--- config.mk ---
export PLATFORM = sky130hd
export DESIGN_NAME = inexrecur_stack_flat
export DESIGN_NICKNAME = d
export VERILOG_FILES = /design/src/rtl/inexrecur_stack_pkg.sv /design/src/rtl/inexrecur_stack_if.sv /design/src/rtl/inexrecur_stack_ram.sv /design/src/rtl/inexrecur_stack.sv /design/src/flat_wrapper.sv
export SDC_FILE = /design/constraint.sdc
export NUM_CORES = 1
export LEC_CHECK = 0
export BUFFER_PORTS_ARGS = -buffer_cell sky130_fd_sc_hd__buf_4
export CAP_MARGIN = 5
export CORE_ASPECT_RATIO = 1.5
export CORE_MARGIN = 2
export CORE_UTILIZATION = 50
export CTS_CLUSTER_SIZE = 14
export DETAILED_ROUTE_END_ITERATION = 10
export PLACE_DENSITY = 0.67
export SYNTH_ARGS = -nofsm -noshare
export SYNTH_HDL_FRONTEND = slang
export SYNTH_SLANG_ARGS = --single-unit
--- constraint.sdc ---
create_clock -name clk -period 9.5 [get_ports clk]
set_input_delay 0.475 -clock clk [delete_from_list [all_inputs] [get_ports clk]]
set_output_delay 0.475 -clock clk [all_outputs]
set_load 0.02 [all_outputs]
--- src/rtl/inexrecur_stack_pkg.sv ---
// Shared definitions for the inexact-search recursion work store.
// Holds the InexRecur record layout (four byte fields i/z/k/l, i in the MSB
// byte), the default state-word width, and the LIFO/FIFO discipline codes.
package inexrecur_stack_pkg;

    localparam int FIELD_W      = 8;
    localparam int REC_W        = 4 * FIELD_W;
    localparam int I_OFS        = 24;
    localparam int Z_OFS        = 16;
    localparam int K_OFS        = 8;
    localparam int L_OFS        = 0;
    localparam int STATE_WORD_W = 18;

    localparam int MODE_LIFO = 0;
    localparam int MODE_FIFO = 1;

    typedef struct packed {
        logic [FIELD_W-1:0] i;
        logic [FIELD_W-1:0] z;
        logic [FIELD_W-1:0] k;
        logic [FIELD_W-1:0] l;
    } inex_recur_t;

    // Build a record from its four byte fields.
    function automatic inex_recur_t pack_rec(input logic [FIELD_W-1:0] i,
                                             input logic [FIELD_W-1:0] z,
                                             input logic [FIELD_W-1:0] k,
                                             input logic [FIELD_W-1:0] l);
        inex_recur_t r;
        r.i = i;
        r.z = z;
        r.k = k;
        r.l = l;
        return r;
    endfunction

endpackage

--- src/rtl/inexrecur_stack_if.sv ---
// Push / pop / random-read bundle of the recursion work store.
// master: the requester (accelerator FSM or host preload path).
// slave : the store itself.
interface inexrecur_stack_if #(
    parameter int DATA_W  = 32,
    parameter int STATE_W = 18,
    parameter int ADDR_W  = 4
);
    logic               push_valid_i;
    logic               push_ready_o;
    logic [DATA_W-1:0]  push_data_i;
    logic [STATE_W-1:0] push_state_i;
    logic               pop_req_i;
    logic               pop_ready_o;
    logic               pop_valid_o;
    logic [DATA_W-1:0]  pop_data_o;
    logic [STATE_W-1:0] pop_state_o;
    logic               rd_en_i;
    logic [ADDR_W-1:0]  rd_addr_i;
    logic [DATA_W-1:0]  rd_data_o;
    logic [STATE_W-1:0] rd_state_o;
    logic               rd_valid_o;

    modport master (
        output push_valid_i, push_data_i, push_state_i, pop_req_i, rd_en_i, rd_addr_i,
        input  push_ready_o, pop_ready_o, pop_valid_o, pop_data_o, pop_state_o,
               rd_data_o, rd_state_o, rd_valid_o
    );

    modport slave (
        input  push_valid_i, push_data_i, push_state_i, pop_req_i, rd_en_i, rd_addr_i,
        output push_ready_o, pop_ready_o, pop_valid_o, pop_data_o, pop_state_o,
               rd_data_o, rd_state_o, rd_valid_o
    );
endinterface

--- src/rtl/inexrecur_stack_ram.sv ---
// Entry storage: one write port, two registered read ports (pop and random).
// Read-during-write of the same slot returns the old contents. Storage is
// not reset; only the read registers are.
// Ports: clk, rst_n, wr_en_i/wr_addr_i/wr_data_i, a_en_i/a_addr_i/a_data_o,
//        b_en_i/b_addr_i/b_data_o.
module inexrecur_stack_ram #(
    parameter int WIDTH  = 50,
    parameter int DEPTH  = 16,
    parameter int ADDR_W = 4
) (
    input  logic              clk,
    input  logic              rst_n,
    input  logic              wr_en_i,
    input  logic [ADDR_W-1:0] wr_addr_i,
    input  logic [WIDTH-1:0]  wr_data_i,
    input  logic              a_en_i,
    input  logic [ADDR_W-1:0] a_addr_i,
    output logic [WIDTH-1:0]  a_data_o,
    input  logic              b_en_i,
    input  logic [ADDR_W-1:0] b_addr_i,
    output logic [WIDTH-1:0]  b_data_o
);
    logic [WIDTH-1:0] mem_r [DEPTH];
    logic [WIDTH-1:0] a_data_r;
    logic [WIDTH-1:0] b_data_r;

    // Storage array write
    always_ff @(posedge clk) begin
        if (wr_en_i) begin
            mem_r[wr_addr_i] <= wr_data_i;
        end
    end

    // Registered read ports; hold their value when not enabled
    always_ff @(posedge clk or negedge rst_n) begin
        if (!rst_n) begin
            a_data_r <= '0;
            b_data_r <= '0;
        end else begin
            if (a_en_i) begin
                a_data_r <= mem_r[a_addr_i];
            end
            if (b_en_i) begin
                b_data_r <= mem_r[b_addr_i];
            end
        end
    end

    assign a_data_o = a_data_r;
    assign b_data_o = b_data_r;
endmodule

--- src/rtl/inexrecur_stack.sv ---
// Work store for inexact-search recursion entries ({i,z,k,l} record plus a
// state word) with LIFO (MODE=0) or FIFO (MODE=1) discipline.
// Ports: clk, rst_n (async active-low), clear_i (synchronous flush),
//        bus (push/pop/random-read handshakes), count_o, hwm_o,
//        overflow_o / underflow_o (sticky).
module inexrecur_stack
    import inexrecur_stack_pkg::*;
#(
    parameter int DATA_W  = REC_W,
    parameter int STATE_W = STATE_WORD_W,
    parameter int DEPTH   = 16,
    parameter int ADDR_W  = $clog2(DEPTH),
    parameter int MODE    = MODE_LIFO
) (
    input  logic                 clk,
    input  logic                 rst_n,
    input  logic                 clear_i,
    inexrecur_stack_if.slave     bus,
    output logic [ADDR_W:0]      count_o,
    output logic [ADDR_W:0]      hwm_o,
    output logic                 overflow_o,
    output logic                 underflow_o
);
    localparam int ENT_W = DATA_W + STATE_W;
    localparam logic [ADDR_W:0] FULL_CNT = (ADDR_W+1)'(DEPTH);

    logic [ADDR_W:0]     count_r, count_next_s, hwm_r;
    logic                overflow_r, underflow_r, pop_valid_r, rd_valid_r;
    logic                bypass_r;
    logic [DATA_W-1:0]   bypass_data_r;
    logic [STATE_W-1:0]  bypass_state_r;
    logic                push_ready_s, pop_ready_s, push_acc_s, pop_acc_s;
    logic                through_s, wr_en_s, pop_rd_en_s;
    logic [ADDR_W-1:0]   wr_addr_s, pop_addr_s;
    logic [ENT_W-1:0]    pop_q_s, rd_q_s;

    // Handshake acceptance and next occupancy; clear masks both requests
    always_comb begin
        push_ready_s = (count_r < FULL_CNT);
        pop_ready_s  = (count_r != {(ADDR_W+1){1'b0}});
        push_acc_s   = bus.push_valid_i && push_ready_s && !clear_i;
        pop_acc_s    = bus.pop_req_i && pop_ready_s && !clear_i;
        count_next_s = count_r;
        if (clear_i) begin
            count_next_s = {(ADDR_W+1){1'b0}};
        end else if (push_acc_s && !pop_acc_s) begin
            count_next_s = count_r + (ADDR_W+1)'(1);
        end else if (pop_acc_s && !push_acc_s) begin
            count_next_s = count_r - (ADDR_W+1)'(1);
        end else begin
            count_next_s = count_r;
        end
    end

    if (MODE == MODE_FIFO) begin : g_fifo
        logic [ADDR_W-1:0] head_r, tail_r;

        // Ring pointers wrap naturally at DEPTH (power of two)
        always_ff @(posedge clk or negedge rst_n) begin
            if (!rst_n) begin
                head_r <= '0;
                tail_r <= '0;
            end else if (clear_i) begin
                head_r <= '0;
                tail_r <= '0;
            end else begin
                if (pop_acc_s)  head_r <= head_r + ADDR_W'(1);
                if (push_acc_s) tail_r <= tail_r + ADDR_W'(1);
            end
        end

        // Both ends may move in one cycle; head != tail whenever both are accepted
        always_comb begin
            wr_addr_s   = tail_r;
            pop_addr_s  = head_r;
            wr_en_s     = push_acc_s;
            pop_rd_en_s = pop_acc_s;
            through_s   = 1'b0;
        end
    end else begin : g_lifo
        // Top of stack is slot[count-1]; a concurrent push and pop short-circuits
        always_comb begin
            wr_addr_s   = count_r[ADDR_W-1:0];
            pop_addr_s  = count_r[ADDR_W-1:0] - ADDR_W'(1);
            through_s   = push_acc_s && pop_acc_s;
            wr_en_s     = push_acc_s && !pop_acc_s;
            pop_rd_en_s = pop_acc_s && !push_acc_s;
        end
    end

    inexrecur_stack_ram #(
        .WIDTH (ENT_W),
        .DEPTH (DEPTH),
        .ADDR_W(ADDR_W)
    ) u_ram (
        .clk      (clk),
        .rst_n    (rst_n),
        .wr_en_i  (wr_en_s),
        .wr_addr_i(wr_addr_s),
        .wr_data_i({bus.push_data_i, bus.push_state_i}),
        .a_en_i   (pop_rd_en_s),
        .a_addr_i (pop_addr_s),
        .a_data_o (pop_q_s),
        .b_en_i   (bus.rd_en_i),
        .b_addr_i (bus.rd_addr_i),
        .b_data_o (rd_q_s)
    );

    // Occupancy, high-water mark, sticky error flags and valid pulses
    always_ff @(posedge clk or negedge rst_n) begin
        if (!rst_n) begin
            count_r     <= '0;
            hwm_r       <= '0;
            overflow_r  <= 1'b0;
            underflow_r <= 1'b0;
            pop_valid_r <= 1'b0;
            rd_valid_r  <= 1'b0;
        end else begin
            rd_valid_r <= bus.rd_en_i;
            if (clear_i) begin
                count_r     <= '0;
                hwm_r       <= '0;
                overflow_r  <= 1'b0;
                underflow_r <= 1'b0;
                pop_valid_r <= 1'b0;
            end else begin
                count_r     <= count_next_s;
                hwm_r       <= (count_next_s > hwm_r) ? count_next_s : hwm_r;
                pop_valid_r <= pop_acc_s;
                if (bus.push_valid_i && !push_ready_s) overflow_r  <= 1'b1;
                if (bus.pop_req_i && !pop_ready_s)     underflow_r <= 1'b1;
            end
        end
    end

    // Push-through capture; selection changes only on an accepted pop so the
    // pop output holds between pops (and across clear)
    always_ff @(posedge clk or negedge rst_n) begin
        if (!rst_n) begin
            bypass_r       <= 1'b0;
            bypass_data_r  <= '0;
            bypass_state_r <= '0;
        end else if (pop_acc_s) begin
            bypass_r <= through_s;
            if (through_s) begin
                bypass_data_r  <= bus.push_data_i;
                bypass_state_r <= bus.push_state_i;
            end
        end
    end

    assign bus.push_ready_o = push_ready_s;
    assign bus.pop_ready_o  = pop_ready_s;
    assign bus.pop_valid_o  = pop_valid_r;
    assign bus.pop_data_o   = bypass_r ? bypass_data_r  : pop_q_s[ENT_W-1:STATE_W];
    assign bus.pop_state_o  = bypass_r ? bypass_state_r : pop_q_s[STATE_W-1:0];
    assign bus.rd_valid_o   = rd_valid_r;
    assign bus.rd_data_o    = rd_q_s[ENT_W-1:STATE_W];
    assign bus.rd_state_o   = rd_q_s[STATE_W-1:0];
    assign count_o          = count_r;
    assign hwm_o            = hwm_r;
    assign overflow_o       = overflow_r;
    assign underflow_o      = underflow_r;
endmodule
--- src/flat_wrapper.sv ---
// flat-port wrapper written by rule: the top's interface ports become plain ports
module inexrecur_stack_flat import inexrecur_stack_pkg::*;
#(
    parameter int DATA_W  = REC_W,
    parameter int STATE_W = STATE_WORD_W,
    parameter int DEPTH   = 16,
    parameter int ADDR_W  = $clog2(DEPTH),
    parameter int MODE    = MODE_LIFO
)
  (clk, rst_n, clear_i, count_o, hwm_o, overflow_o, underflow_o, bus_push_valid_i, bus_push_data_i, bus_push_state_i, bus_pop_req_i, bus_rd_en_i, bus_rd_addr_i, bus_push_ready_o, bus_pop_ready_o, bus_pop_valid_o, bus_pop_data_o, bus_pop_state_o, bus_rd_data_o, bus_rd_state_o, bus_rd_valid_o);
  inexrecur_stack_if #(.DATA_W(DATA_W), .STATE_W(STATE_W), .ADDR_W(ADDR_W)) bus_i ();
  input  logic clk;
  input  logic rst_n;
  input  logic clear_i;
  output logic [ADDR_W:0] count_o;
  output logic [ADDR_W:0] hwm_o;
  output logic overflow_o;
  output logic underflow_o;
  input wire logic [$bits(bus_i.push_valid_i)-1:0] bus_push_valid_i;
  input wire logic [$bits(bus_i.push_data_i)-1:0] bus_push_data_i;
  input wire logic [$bits(bus_i.push_state_i)-1:0] bus_push_state_i;
  input wire logic [$bits(bus_i.pop_req_i)-1:0] bus_pop_req_i;
  input wire logic [$bits(bus_i.rd_en_i)-1:0] bus_rd_en_i;
  input wire logic [$bits(bus_i.rd_addr_i)-1:0] bus_rd_addr_i;
  output wire logic [$bits(bus_i.push_ready_o)-1:0] bus_push_ready_o;
  output wire logic [$bits(bus_i.pop_ready_o)-1:0] bus_pop_ready_o;
  output wire logic [$bits(bus_i.pop_valid_o)-1:0] bus_pop_valid_o;
  output wire logic [$bits(bus_i.pop_data_o)-1:0] bus_pop_data_o;
  output wire logic [$bits(bus_i.pop_state_o)-1:0] bus_pop_state_o;
  output wire logic [$bits(bus_i.rd_data_o)-1:0] bus_rd_data_o;
  output wire logic [$bits(bus_i.rd_state_o)-1:0] bus_rd_state_o;
  output wire logic [$bits(bus_i.rd_valid_o)-1:0] bus_rd_valid_o;
  assign bus_i.push_valid_i = bus_push_valid_i;
  assign bus_i.push_data_i = bus_push_data_i;
  assign bus_i.push_state_i = bus_push_state_i;
  assign bus_i.pop_req_i = bus_pop_req_i;
  assign bus_i.rd_en_i = bus_rd_en_i;
  assign bus_i.rd_addr_i = bus_rd_addr_i;
  assign bus_push_ready_o = bus_i.push_ready_o;
  assign bus_pop_ready_o = bus_i.pop_ready_o;
  assign bus_pop_valid_o = bus_i.pop_valid_o;
  assign bus_pop_data_o = bus_i.pop_data_o;
  assign bus_pop_state_o = bus_i.pop_state_o;
  assign bus_rd_data_o = bus_i.rd_data_o;
  assign bus_rd_state_o = bus_i.rd_state_o;
  assign bus_rd_valid_o = bus_i.rd_valid_o;
  inexrecur_stack #(.DATA_W(DATA_W), .STATE_W(STATE_W), .DEPTH(DEPTH), .ADDR_W(ADDR_W), .MODE(MODE)) u_core (.clk(clk), .rst_n(rst_n), .clear_i(clear_i), .bus(bus_i), .count_o(count_o), .hwm_o(hwm_o), .overflow_o(overflow_o), .underflow_o(underflow_o));
endmodule
After elaboration in Yosys (flattened, before gate mapping)
Memories as Yosys holds them, arrays and structs flattened. A register that Yosys moved wholly into a read port is not among the register bits.
Index checks and enable logic that the tools add are counted.
{ "word_totals": {"register_bits": 65, "mem_bits_rw": 800, "mem_count": 1} }
{ "classes": {"addsub": 3, "order_cmp": 2, "muxes": 15, "n_reduce_logical": 21} }
{ "memory_table": {"columns": ["name", "words", "word_bits", "read_ports", "rd_ports_with_merged_regs", "wr", "line", "text"], "rows": [
  ["u_core.u_ram.mem_r", 16, 50, 2, 2, 1, "inexrecur_stack_ram.sv:23", "logic [WIDTH-1:0] mem_r [DEPTH];"]
]} }
{ "op_table": {"columns": ["op", "n"], "rows": [
  ["$mux 32", 1],
  ["$mux 5", 6],
  ["$mux 18", 1],
  ["$logic_and 1x1->1", 9],
  ["$logic_not 1->1", 7],
  ["$mux 1", 7],
  ["$reduce_bool 2->1", 3],
  ["$add 5x1->5 const B", 1],
  ["$gt 5x5->1", 1],
  ["$lt 5x5->1 const B", 1],
  ["$reduce_bool 5->1", 1],
  ["$sub 5x1->5 const B", 1],
  ["$sub 4x1->4 const B", 1],
  ["$reduce_and 2->1", 1]
]} }

Longest topological paths before layout
{ "depth": {"word_depth": 11, "mapped_depth": 17, "ltp_nobuf": 14} }

Cells and area by module
Synthesis repeated with hierarchy kept, for this count alone.
{ "hier_totals": {"hier_cells": 2140, "hier_area_um2": 44323.8} }
{ "modules_own_cells": {"columns": ["mod", "instances", "cells_each", "area_per_inst_um2", "seq_area_each_um2"], "rows": [
  ["inexrecur_stack_ram", 1, 1887, 40936.8, 26525.4],
  ["inexrecur_stack", 1, 253, 3387.0, 1626.6]
]} }

Least setup slack after synthesis
Ideal clock, no wire load.
{ "synth_path": {"path_kind": "register to register", "from": "register u_core.count_r[0] (netlist: u_core.count_o[0])", "to": "memory u_core.u_ram.mem_r[10][0], enable pin", "setup_time_ns": 0.413, "arrival_time_ns": 3.731, "slack_ns": 5.356, "path_stages_with_launch": 13, "synth_period_minus_slack_ns": 4.144, "cell_sequence": "dfrtp_1 > buf_2 > buf_2 > buf_2 > inv_1 > ha_1 > nor4b_4 > inv_2 > nand2_4 > inv_2 > nor3_1 > and3b_1 > and2_1"} }
{ "synth_via": {"elab_chain_len": 7, "elab_cells_between_ends": 10, "classes_between": "1 x order compare; 2 x mux; 7 x reduce/logical"} }
{ "synth_lines": {"columns": ["element", "line", "text"], "rows": [
  ["from (decl)", "inexrecur_stack.sv:27", "logic [ADDR_W:0] count_r, count_next_s, hwm_r;"],
  ["from (signal assigned)", "inexrecur_stack.sv:127", "count_r <= count_next_s;"],
  ["$reduce_bool 5->1", "inexrecur_stack.sv:40", "pop_ready_s = (count_r != {(ADDR_W+1){1'b0}});"],
  ["named net bus_pop_ready_o", "flat_wrapper.sv:26", "output wire logic [$bits(bus_i.pop_ready_o)-1:0] bus_pop_ready_o;"],
  ["$logic_and 1x1->1 (2 in series)", "inexrecur_stack.sv:42", "pop_acc_s = bus.pop_req_i && pop_ready_s && !clear_i;"],
  ["named net u_core.pop_acc_s", "inexrecur_stack.sv:32", "logic push_ready_s, pop_ready_s, push_acc_s, pop_acc_s;"],
  ["$logic_not 1->1", "inexrecur_stack.sv:86", "wr_en_s = push_acc_s && !pop_acc_s;"],
  ["$logic_and 1x1->1", "inexrecur_stack.sv:86", null],
  ["$mux 1", "inexrecur_stack_ram.sv:29", "if (wr_en_i) begin"],
  ["$mux 1 (implied by the code)", "inexrecur_stack_ram.sv:30", "mem_r[wr_addr_i] <= wr_data_i;"],
  ["to (decl)", "inexrecur_stack_ram.sv:23", null]
]} }
The timed path passes the listed nets, and every way through them passes these cells.

Worst setup path after layout
{ "layout_path": {"from": "register u_core.count_r[0] (netlist: u_core.count_o[0])", "to": "register u_core.u_ram.a_data_r[49] (netlist: u_core.u_ram.a_data_o[49]), read port of u_core.u_ram.mem_r"} }
{ "layout_via": {"elab_chain_len": 5, "elab_cells_between_ends": 9, "classes_between": "1 x add/sub; 1 x order compare; 7 x reduce/logical"} }
{ "layout_lines": {"columns": ["element", "line", "text"], "rows": [
  ["$lt 5x5->1", "inexrecur_stack.sv:39", "push_ready_s = (count_r < FULL_CNT);"],
  ["$logic_and 1x1->1 (2 in series)", "inexrecur_stack.sv:41", "push_acc_s = bus.push_valid_i && push_ready_s && !clear_i;"],
  ["$logic_not 1->1", "inexrecur_stack.sv:87", "pop_rd_en_s = pop_acc_s && !push_acc_s;"],
  ["$logic_and 1x1->1", "inexrecur_stack.sv:87", null],
  ["to (decl)", "inexrecur_stack_ram.sv:24", "logic [WIDTH-1:0] a_data_r;"]
]} }
Parallel ways exist; a longest one is shown, timed or not.
A chain may end at the register's enable or synchronous reset.

==> reports/metrics.cfg <==
[run_status]
outcome=complete, no violations

[floorplanning]
die_y_um=363.5
ioPinCount=176
die-area_mm2=0.08859
die_w_um=243.7
core-area_mm2=0.08523
initial_utilization_pct=50.55
placementRows=131

[route]
firstDrtPassIters=5
vias=23147
routedWlPerCell_um=32.28
met3_length_mm=8.925
drt_iter0_drc=2342
post-route-drc-count=0
top_layer=met5
wl_mm=112.5
routed-wl-met2_mm=56.58
ant_nets=0
vias_per_cell=6.644
wl_met1_mm=43.92

[timing]
period_share_pct=46.85
slew_viol_final=0
fin_skew_ns=0.02274
slew_headroom_pct=22.21
worst_slew_pin_slew_ns=1.167
hold_viol_final=0
fin_crit_ns=4.451
rsz0062_at_grt=false
max_clock_freq_mhz=224.7
setup_viol=0
tns_ns=0

[worst_setup_path]
critPathLaunchType=flop
path_common_cell=buf_4
worst_path_largest_cell_delay_ns=0.98
worst-setup-path-type=flop to flop
crit_path_end_kind=flop
path_cells=inv_1, ha_4, buf_4, buf_4, mux4_2, mux2i_1, o221ai_1
critical_path.max_fanout=72
crit_slowest_cell=buf_4
required_ns=10.00
cp.arrival_ns=4.95

[cells_and_area]
design_area_mm2=0.04870
num-fill-cells=6318
utilization_pct=57.14
synthToLayoutAreaGrowth_pct=13.03
fin_nets=2346
mostFrequentLayoutCells=edfxtp_1, mux4_2, buf_4
drive_gt1_share_pct=37.33
mostFrequentLayoutCell=edfxtp_1
layout.cells.non_filler=3484

[synthesis]
avgSynthCellArea_um2=20.22
synth_xor_area_share_pct=0.08131
synth-async-reset-ratio_pct=17.10
synth_edf_count=800
syn_area_mm2=0.04309
synth_flop_cell=edfxtp_1
synth_compound_area_share_pct=2.300
ys_seq_area_share_pct=65.34
synthCells=2131
netlist.area_leader.share_pct=55.75
synth_cell_types=42
synth-simple-area-share_pct=2.030
synth_seq_cells=965
synth_top_cell_by_area=edfxtp_1
synth_area_leaders=edfxtp_1, mux4_2, dfrtp_1
yosysWarnings=0
synth_fa_ha_area_share_pct=0.3165
synth_nets=2201
synth.mux.area_fraction_pct=28.24
synth_top_family_by_area=multiplexers

[clock_tree]
path_clk_slew_ns=0.06
clkLatencyLatePin_ns=0.68
cts_root_buf=clkbuf_16
cts.htree.levels=3
cts_tree=yes
cts_sinks=965
numCtsBuffers=91
post_cts_resized=0
cts_buffer_depth=3
postCtsSetupRepairBufs=0
holdBufCountCts=1

[power_and_ir_drop]
cellPowerDensity_mw_per_mm2=257.2
leakage_nw=16.78
vdd_drop_max_uv=317.2

[placed_design]
port-buffer-count=175
dpl-instance-area_mm2=0.04554
dpl.hpwl_mm=56.56
gp_congestion=0.7647
place_inst=3312

[worst_hold_path]
hp-class=input pin to flop

[global_route]
antenna_found_initial=5
grt_pass1_vias=24995
track_usage_pct=25.94
overflow=0
grt_first_pass_wirelength_mm=166.7
grt_max_degree=101

[run]
max_cap_viol_count=0

## through the flow
stage	hold WS (ns)	worst slack, ns	total power (W)
finish	0.09924	5.049	0.01253
detailed placement	0.4760	4.957	0.008773
CTS	0.05335	4.934	0.01262
floorplan	0.1794	5.356	0.007639
global route	0.09674	4.619	0.01300
global placement	0.4695	5.043	0.008728
## worst max-delay path: cells and delay by family, from the launching register on
kind	cells	cell delay, ns
AOI/OAI and AO/OA	1	0.14
DFF	1	0.91
adders and majority gates	1	0.64
muxes	2	0.61
buffers and inverters	3	1.96
## power by group
| part | switching (W) | leakage [nW] | internal, W |
|---|---|---|---|
| combinational | 0.00180 | 5.99 | 0.00168 |
| sequential | 0.000265 | 9.25 | 0.00492 |
| clock | 0.00157 | 1.55 | 0.00229 |
| total | 0.00364 | 16.8 | 0.00889 |
## logic make-up after synthesis
kind of cell	Yosys count
flops	965
buf+inv	170
xor+xnor	4
simple gates	161
mux	703
compound gates	117
fa+ha+maj	11
## state kept, by name (all words and copies together) (netlist names)
name,count
u_core.bypass_r,1
u_core.underflow_o,1
u_core.u_ram.b_data_o,50
u_core.bypass_state_r,18
u_core.count_o,5
u_core.u_ram.mem_r,800
u_core.overflow_o,1
u_core.u_ram.a_data_o,50
u_core.bus.rd_valid_o,1
u_core.bypass_data_r,32
u_core.hwm_o,5
u_core.bus.pop_valid_o,1
## cell type report
cell class,count,area [um2],share of cell area (%)
clock buffer,129,2605,5.349
clock inverter,40,545.5,1.120
timing repair buffer,210,1628,3.342
sequential,965,28160,57.82
antenna,2,5.005,0.01028
tap,1130,1414,2.903
multi-input combinational,996,14300,29.37
inverter,12,45.04,0.09249
## Yosys cell counts, types with 10 or more instances
| cell type | instances |
|---|---|
| edfxtp_1 | 800 |
| nand2_1 | 55 |
| o221ai_1 | 100 |
| buf_1 | 17 |
| mux2_2 | 101 |
| mux4_2 | 400 |
| mux2i_1 | 201 |
| buf_2 | 67 |
| inv_1 | 10 |
| nand2b_1 | 55 |
| clkbuf_1 | 73 |
| dfrtp_1 | 165 |
| ha_1 | 10 |
| nor2_1 | 11 |
| and2_1 | 12 |
## routing by layer
layer,track usage [%],vias to the layer above
li1,-,9326
met1,34.53,12536
met2,43.58,1084
met3,4.915,195
met4,8.202,6
met5,0,-
## final timing paths
kind	start	end	slack, ns	cells after the start
max	u_core.count_o[0]	u_core.u_ram.a_data_o[49]	5.05	7
min	bus_pop_req_i	u_core.underflow_o	0.1	3
max reg2reg	u_core.count_o[0]	u_core.u_ram.a_data_o[49]	5.05	7
min reg2reg	u_core.u_ram.a_data_o[17]	u_core.u_ram.a_data_o[17]	0.49	2
max in group asynchronous	rst_n	u_core.u_ram.b_data_o[32]	7.71	3
min in group asynchronous	rst_n	u_core.bypass_data_r[16]	0.35	2
Note: power is estimated with default switching activity, not from simulation.
